[src/rtl/oifs_tx_arb.sv]
// rtl/oifs_tx_arb.sv - round-robin byte-stream arbiter in front of the oifs serializer
//
// Shares one serializer transmit channel between N_REQ byte producers. One
// requester is granted at a time and its byte plus FT channel bit are passed
// straight through to the serializer over a valid/ready handshake. A grant
// ends after MAX_BURST bytes or when the requester drops valid; the next
// search starts one past the requester just served.
//
// Optional stall watchdog: define OIFS_TX_ARB_STALL_EN. A grant that waits on
// the serializer for TIMEOUT cycles is released and o_stall latches high
// until reset. Without the macro o_stall is tied low and grants wait forever.
//
// Ports:
//   i_clk, i_rst         clock, synchronous active-high reset
//   i_req_valid/data/dest per-requester byte stream (data k at [8k+7:8k])
//   o_req_ready          per-requester accept
//   o_tx_valid/data/dest byte toward serializer, i_tx_ready its accept
//   o_grant, o_busy      one-hot current grant, grant active
//   o_stall              sticky stall flag

module oifs_tx_arb #(
  parameter int N_REQ     = 4,
  parameter int MAX_BURST = 16,
  parameter int TIMEOUT   = 1000000
) (
  input  logic               i_clk,
  input  logic               i_rst,
  input  logic [N_REQ-1:0]   i_req_valid,
  input  logic [8*N_REQ-1:0] i_req_data,
  input  logic [N_REQ-1:0]   i_req_dest,
  output logic [N_REQ-1:0]   o_req_ready,
  output logic               o_tx_valid,
  output logic [7:0]         o_tx_data,
  output logic               o_tx_dest,
  input  logic               i_tx_ready,
  output logic [N_REQ-1:0]   o_grant,
  output logic               o_busy,
  output logic               o_stall
);

  localparam int IW = $clog2(N_REQ);
  localparam int BW = $clog2(MAX_BURST + 1);

  if (N_REQ < 2 || N_REQ > 8 || MAX_BURST < 1 || MAX_BURST > 255 || TIMEOUT < 1) begin : g_bad_param
    $error("oifs_tx_arb: parameter out of range");
  end

  typedef enum logic {IDLE, GRANT} state_e;

  state_e           state_q;
  logic [N_REQ-1:0] grant_q;
  logic [IW-1:0]    gidx_q;
  logic [IW-1:0]    ptr_q;
  logic [BW-1:0]    burst_q;

  logic             arb_found;
  logic [IW-1:0]    arb_idx;
  logic [IW:0]      sum;
  logic [IW-1:0]    cand;
  logic [IW-1:0]    next_ptr;
  logic             in_grant;
  logic             xfer;
  logic             burst_last;
  logic             timeout_hit;
  logic [IW+2:0]    data_base;

  // First valid requester at or after the round-robin pointer, wrapping mod N_REQ.
  always_comb begin
    arb_found = 1'b0;
    arb_idx   = '0;
    sum       = '0;
    cand      = '0;
    for (int i = 0; i < N_REQ; i++) begin
      sum = {1'b0, ptr_q} + (IW+1)'(i);
      if (sum >= (IW+1)'(N_REQ)) begin
        sum = sum - (IW+1)'(N_REQ);
      end
      cand = sum[IW-1:0];
      if (!arb_found && i_req_valid[cand]) begin
        arb_found = 1'b1;
        arb_idx   = cand;
      end
    end
  end

  assign next_ptr   = (gidx_q == IW'(N_REQ - 1)) ? '0 : gidx_q + IW'(1);
  assign xfer       = (state_q == GRANT) && i_req_valid[gidx_q] && i_tx_ready;
  assign burst_last = (burst_q == BW'(MAX_BURST - 1));

  // Handshake outputs are masked during reset so nothing moves in the reset cycle.
  assign in_grant    = (state_q == GRANT) && !i_rst;
  assign data_base   = {gidx_q, 3'b000};
  assign o_tx_valid  = in_grant && i_req_valid[gidx_q];
  assign o_tx_data   = i_req_data[data_base +: 8];
  assign o_tx_dest   = i_req_dest[gidx_q];
  assign o_req_ready = (in_grant && i_tx_ready) ? grant_q : '0;
  assign o_grant     = grant_q;
  assign o_busy      = (state_q == GRANT);

`ifdef OIFS_TX_ARB_STALL_EN
  localparam int SW = $clog2(TIMEOUT + 1);

  logic [SW-1:0] stall_cnt_q;
  logic          stall_q;
  logic          stalled;

  assign stalled     = (state_q == GRANT) && i_req_valid[gidx_q] && !i_tx_ready;
  assign timeout_hit = stalled && (stall_cnt_q == SW'(TIMEOUT - 1));
  assign o_stall     = stall_q;

  // Counts consecutive blocked cycles of the current grant; any other cycle clears it.
  always_ff @(posedge i_clk) begin
    if (i_rst) begin
      stall_cnt_q <= '0;
      stall_q     <= 1'b0;
    end else begin
      if (stalled && !timeout_hit) begin
        stall_cnt_q <= stall_cnt_q + SW'(1);
      end else begin
        stall_cnt_q <= '0;
      end
      if (timeout_hit) begin
        stall_q <= 1'b1;
      end
    end
  end
`else
  assign timeout_hit = 1'b0;
  assign o_stall     = 1'b0;
`endif

  always_ff @(posedge i_clk) begin
    if (i_rst) begin
      state_q <= IDLE;
      grant_q <= '0;
      gidx_q  <= '0;
      ptr_q   <= '0;
      burst_q <= '0;
    end else begin
      case (state_q)
        IDLE: begin
          if (arb_found) begin
            state_q <= GRANT;
            grant_q <= {{(N_REQ-1){1'b0}}, 1'b1} << arb_idx;
            gidx_q  <= arb_idx;
            burst_q <= '0;
          end
        end
        GRANT: begin
          // Release on valid drop, stall timeout, or the MAX_BURST-th byte.
          if (!i_req_valid[gidx_q] || timeout_hit || (xfer && burst_last)) begin
            state_q <= IDLE;
            grant_q <= '0;
            ptr_q   <= next_ptr;
            burst_q <= '0;
          end else if (xfer) begin
            burst_q <= burst_q + BW'(1);
          end
        end
        default: begin
          state_q <= IDLE;
          grant_q <= '0;
        end
      endcase
    end
  end

endmodule

[config.mk]
export PLATFORM = sky130hd
export DESIGN_NAME = oifs_tx_arb
export DESIGN_NICKNAME = d
export VERILOG_FILES = /design/src/rtl/oifs_tx_arb.sv
export SDC_FILE = /design/constraint.sdc
export NUM_CORES = 1
export LEC_CHECK = 0
export BUFFER_PORTS_ARGS = -buffer_cell sky130_fd_sc_hd__buf_2
export CAP_MARGIN = 20
export CORE_UTILIZATION = 45
export CTS_CLUSTER_DIAMETER = 80
export DETAILED_ROUTE_END_ITERATION = 8
export PLACE_DENSITY = 0.84
export SLEW_MARGIN = 10
export SYNTH_ARGS = -nofsm -noshare
export SYNTH_HDL_FRONTEND = slang
export SYNTH_SLANG_ARGS = --single-unit
export TNS_END_PERCENT = 50
[constraint.sdc]
create_clock -name i_clk -period 3.87 [get_ports i_clk]
set_input_delay 0.774 -clock i_clk [delete_from_list [all_inputs] [get_ports i_clk]]
set_output_delay 0.774 -clock i_clk [all_outputs]
set_load 0.01 [all_outputs]
After elaboration in Yosys (flattened, before gate mapping)

Cells that the tools add are included.

Add/sub/neg operators: 9
Magnitude comparators: 9
Equality and inequality tests: 5
Shift-type cells: 2
Mux-type cells: 36
Bitwise operators: 1
Reductions and logical operators: 19

Operators with widths:

| kind                                                   | count |
|---|---|
| variable part select 32 x 6 -> 8 bit                   | 1 |
| 2-to-1 mux 2 bit                                       | 9 |
| < comparator 2 x 3 -> 1 bit (second input constant)    | 5 |
| 2-to-1 mux 5 bit                                       | 3 |
| binary-select mux 1 bit (select 2 bit)                 | 6 |
| 2-to-1 mux 1 bit                                       | 12 |
| 2-to-1 mux 4 bit                                       | 3 |
| case mux 5 bit (2 select lines)                        | 1 |
| >= comparator 3 bit (second input constant)            | 3 |
| logical AND 1 bit                                      | 9 |
| case mux 4 bit (2 select lines)                        | 1 |
| AND reduction 2 bit                                    | 4 |
| subtractor 2 x 1 -> 2 bit (second input constant)      | 4 |
| adder 2 x 2 -> 3 bit (second input constant)           | 2 |
| adder 5 x 1 -> 5 bit (second input constant)           | 1 |
| equality test 5 x 4 -> 1 bit (second input constant)   | 1 |
| logical NOT 1 bit                                      | 5 |
| << shifter 1 x 2 -> 4 bit (first input constant)       | 1 |
| adder 2 x 1 -> 3 bit (second input constant)           | 1 |
| >= comparator 2 x 3 -> 1 bit (second input constant)   | 1 |
| inequality test 3 x 1 -> 1 bit (second input constant) | 1 |
| adder 2 x 1 -> 2 bit (second input constant)           | 1 |
| equality test 2 bit (second input constant)            | 1 |
| inequality test 2 x 1 -> 1 bit (second input constant) | 1 |
| other kinds (4)                                        | 4 |

Flip-flop bits (word level): 14
Bits of input ports: 43

Longest topological paths before layout

Depth in word-level cells: 17
Depth in mapped cells: 7

Worst setup path before layout

Ideal clock, no wire load.

Path kind: input-to-output
Start: input i_req_valid[3]
End: output o_tx_valid
Arrival time: 1.408 ns
Data required time: 3.096 ns
Path slack: 1.688 ns
Stages on the path: 3
Buffers on the path: 0
Path through: mux4_2 nand2_1 nor2_1

Word-level cells in the longest chain between the ends: 3

Ends and longest elaborated chain:

| what                                   | RTL line | RTL |
|---|---|---|
| start: declaration                     | 28       | `input logic [N_REQ-1:0] i_req_valid,` |
| binary-select mux 1 bit (select 2 bit) | 93       | `assign o_tx_valid = in_grant && i_req_valid[gidx_q];` |
| 2-to-1 mux 1 bit (not written as such) | 93       |  |
| logical AND 1 bit                      | 93       |  |
| end: declaration                       | 32       | `output logic o_tx_valid,` |

Every way passes these cells. The select of a mux whose other input is x is not followed.

Worst setup path in the final report

Start: register gidx_q[0]
End: output o_tx_valid

Word-level cells in the longest chain between the ends: 3

Ends and longest elaborated chain:

| what                                   | RTL line | RTL |
|---|---|---|
| start: declaration                     | 52       | `logic [IW-1:0] gidx_q;` |
| start signal: assignment               | 145      | `gidx_q <= arb_idx;` |
| binary-select mux 1 bit (select 2 bit) | 93       |  |
| 2-to-1 mux 1 bit (not written as such) | 93       |  |
| logical AND 1 bit                      | 93       |  |

Every way passes these cells. The select of a mux whose other input is x is not followed.

==> flow_summary_export.csv <==
group,metric,value,unit
yosys,ys_seq_elements,14,
clock_tree,cts.path.max_buffers,2,
clock_tree,cts_tree,"done",
placement,place_congestion,0.828,
critical_path,worstPathCellList,"mux4_2 > nand2_1 > nor2_1 > buf_2",
clock_tree,post-cts-setup-buffers,0,
timing,hold_viol_final,0,
timing,final_max_slew_viol_count,0,
grt,antenna_found_initial,0,
yosys,synthArstFlopShare,0,%
grt,grt_use_met1,27.2,%
grt,use_met2,43.1,%
floorplanning,die_w,48.7,um
floorplanning,dieArea,0.00237,mm2
timing,post-route-min-period,2.77,ns
hold_path,hold_path_class,"reg -> reg",
clock_tree,root_buffer,"clkbuf_4",
clock_tree,holdBufCountCts,0,
grt,busiest_layer,"met2",
critical_path,cp_top_family,"flip-flops",
yosys,synthesis.nets,147,
clock_tree,cts_buffers,3,
run_status,status,"finished, final reports clean",
grt,grt_util_met3,5.97,%
route,routed_wirelength,2.63,mm
route,ant_nets,0,
layout,drive_above_1_share,48.4,%
timing,fin_tns_setup,0,ns
pwr,ir_drop,0.222,mV
grt,grt_usage,24.5,%
route,route.detailed.wl_per_inst,14.0,um
critical_path,cp_slowest_cell,"dfxtp_1",
layout,nNetsFinal,208,
timing,final.setup_skew,0.00505,ns
clock_tree,clk_latency,0.28,ns
critical_path,end_kind,"output pin",
timing,max_slew.worst_pin.slew,0.868,ns
route,remaining_drc_errors,0,
layout,antennaDiodeCount,0,
pwr,power.total,0.000387,W
route,viasPerCell,5.54,
critical_path,crit_arrival,1.99,ns
timing,rsz0062_at_grt,"false",
layout,final_util,66.6,%
layout,synthToLayoutAreaGrowth,35.8,%
floorplanning,fp.dieH,48.7,um
grt,gr-total-overflow,0,
yosys,synth_area,981,um2
yosys,yosysSeqAreaShare,28.6,%
floorplanning,initial_core_util,49.0,%
grt,grt_pass1_wl,4.52,mm
timing,min_period_over_period,71.5,%
yosys,synth-main-ff-cell,"dfxtp_1",
timing,hold_ws,0.491,ns
pwr,power.leakage,0.611,nW
critical_path,cp_max_fo,13,
critical_path,startpoint_type,"flip-flop",
placement,port_buffers,61,
yosys,yosys_warnings,0,
clock_tree,cts.repair.resized,0,
grt,grt_pass1_vias,1041,
yosys,synth_cells,101,
critical_path,path_class,"reg -> out",
yosys,syn_area_per_cell,9.71,um2
pwr,power.density,290,mW/mm2
grt,grt_max_degree,14,
route,first_pass_iters,4,
route,drtIter0Drc,6,
clock_tree,ctsHtreeMaxLevel,1,
timing,worst_slew_margin_rel,41.6,%
placement,dpl.hpwl,2.20,mm
floorplanning,num_rows,16,
yosys,synth-edff-count,0,
yosys,synthDistinctLibCells,36,
floorplanning,core-area,0.00200,mm2
timing,finalSetupViolations,0,
clock_tree,path_clk_slew,0.09,ns
floorplanning,boundaryPins,63,
flow_run,cap_violations,0,
critical_path,crit_buf_inv,1,
timing,fmax,361,MHz
route,vias,1041,
critical_path,slowest_delay,0.77,ns
critical_path,worst_ep_required_time,3.10,ns
clock_tree,cts.sink_count,14,
final cells by class:
class,instances,area [um2]
timing repair buffer,61,305
sequential,14,280
fill,180,669
tap,27,33.8
multi-input combinational,78,662
inverter,4,15.0
clock buffer,4,36.3
sequential cells by signal, summed over array words and instances, names as in the netlist:
name / cells
burst_q: 5
gidx_q: 2
o_busy: 1
o_grant: 4
ptr_q: 2
worst paths after layout:
path | start | end | slack, ns | cells past startpoint
hold / removal | o_grant[0]$_SDFFE_PP0P_ | o_grant[0]$_SDFFE_PP0P_ | 0.49 | 1
setup reg to reg | gidx_q[0]$_SDFFE_PP0P_ | burst_q[3]$_SDFFE_PP0P_ | 1.60 | 4
setup / recovery | gidx_q[0]$_SDFFE_PP0P_ | o_tx_valid | 1.10 | 4
hold reg to reg | o_grant[0]$_SDFFE_PP0P_ | o_grant[0]$_SDFFE_PP0P_ | 0.49 | 1
logic make-up after synthesis:
family,share of synthesized area [%]
flip-flops,28.6
multiplexers,26.0
XOR/XNOR,0.893
other,0.382
AO/OA/AOI/OAI,18.6
buffers and inverters,3.95
adder cells (fa/ha/maj),3.83
AND/OR/NAND/NOR,17.7
synthesized netlist by cell type (all sizes together), types with 3 or more instances:
master  count  area (um2)
ha          3        37.5
inv         4        15.0
a21oi       7        38.8
nor3        3        15.0
dfxtp      14         280
or3         3        18.8
nor2       10        37.5
mux4       10         225
o21ai       3        15.0
a32o        4        40.0
mux2i       3        30.0
and2        5        31.3
nand2       6        22.5
clkbuf      3        11.3
worst reg2reg max path, stage by stage, from the launching register on:
cell and delay, ns:
dfxtp_1 0.77, mux4_2 0.66, a22o_1 0.27, or3_1 0.37, a21oi_2 0.14
layer usage:
| metal | part of all wire (%) | routed length, um |
|---|---|---|
| met3 | 6.3 | 166 |
| met1 | 41 | 1070 |
| met4 | 1.6 | 41 |
| met2 | 52 | 1360 |
| met5 | 0 | 0 |
layout by cell type, fill, tap and decap left out, drive strengths merged:
master  synthesis  final
nor2b           2      2
buf             2     61
mux2i           3      3
o221ai          1      1
a22o            1      1
o21a            1      1
o31ai           1      1
clkbuf          3      4
xnor2           1      1
o21ba           1      1
nor2           10     10
inv             4      4
nand2b          1      1
dfxtp          14     14
o22ai           1      1
a21oi           7      7
or3             3      3
a22oi           1      1
nor3            3      3
nand3           1      1
o41ai           1      1
and3            2      2
nand2           6      6
a32o            4      4
o21bai          1      1
mux4           10     10
conb            1      1
and2            5      5
o22a            1      1
o21ai           3      3
or2             1      1
nor4            1      1
ha              3      3
a211oi          1      1
stage by stage:
stage          area [um2]  cells  worst slack [ns]
6_report             1330    188              1.10
5_1_grt              1330    188             0.950
4_1_cts              1330    188              1.07
3_5_place_dp         1300    184              1.38
3_3_place_gp         1300    184              1.38
2_1_floorplan         981    101              1.69
power breakdown:
| part | leakage [nW] | switching, W | internal, W |
|---|---|---|---|
| clock | 0.0210 | 0.0000502 | 0.0000573 |
| sequential | 0.114 | 0.0000134 | 0.000152 |
| combinational | 0.476 | 0.0000513 | 0.0000625 |
| total | 0.611 | 0.000115 | 0.000272 |
No activity file was read; power rests on OpenSTA's default activity.
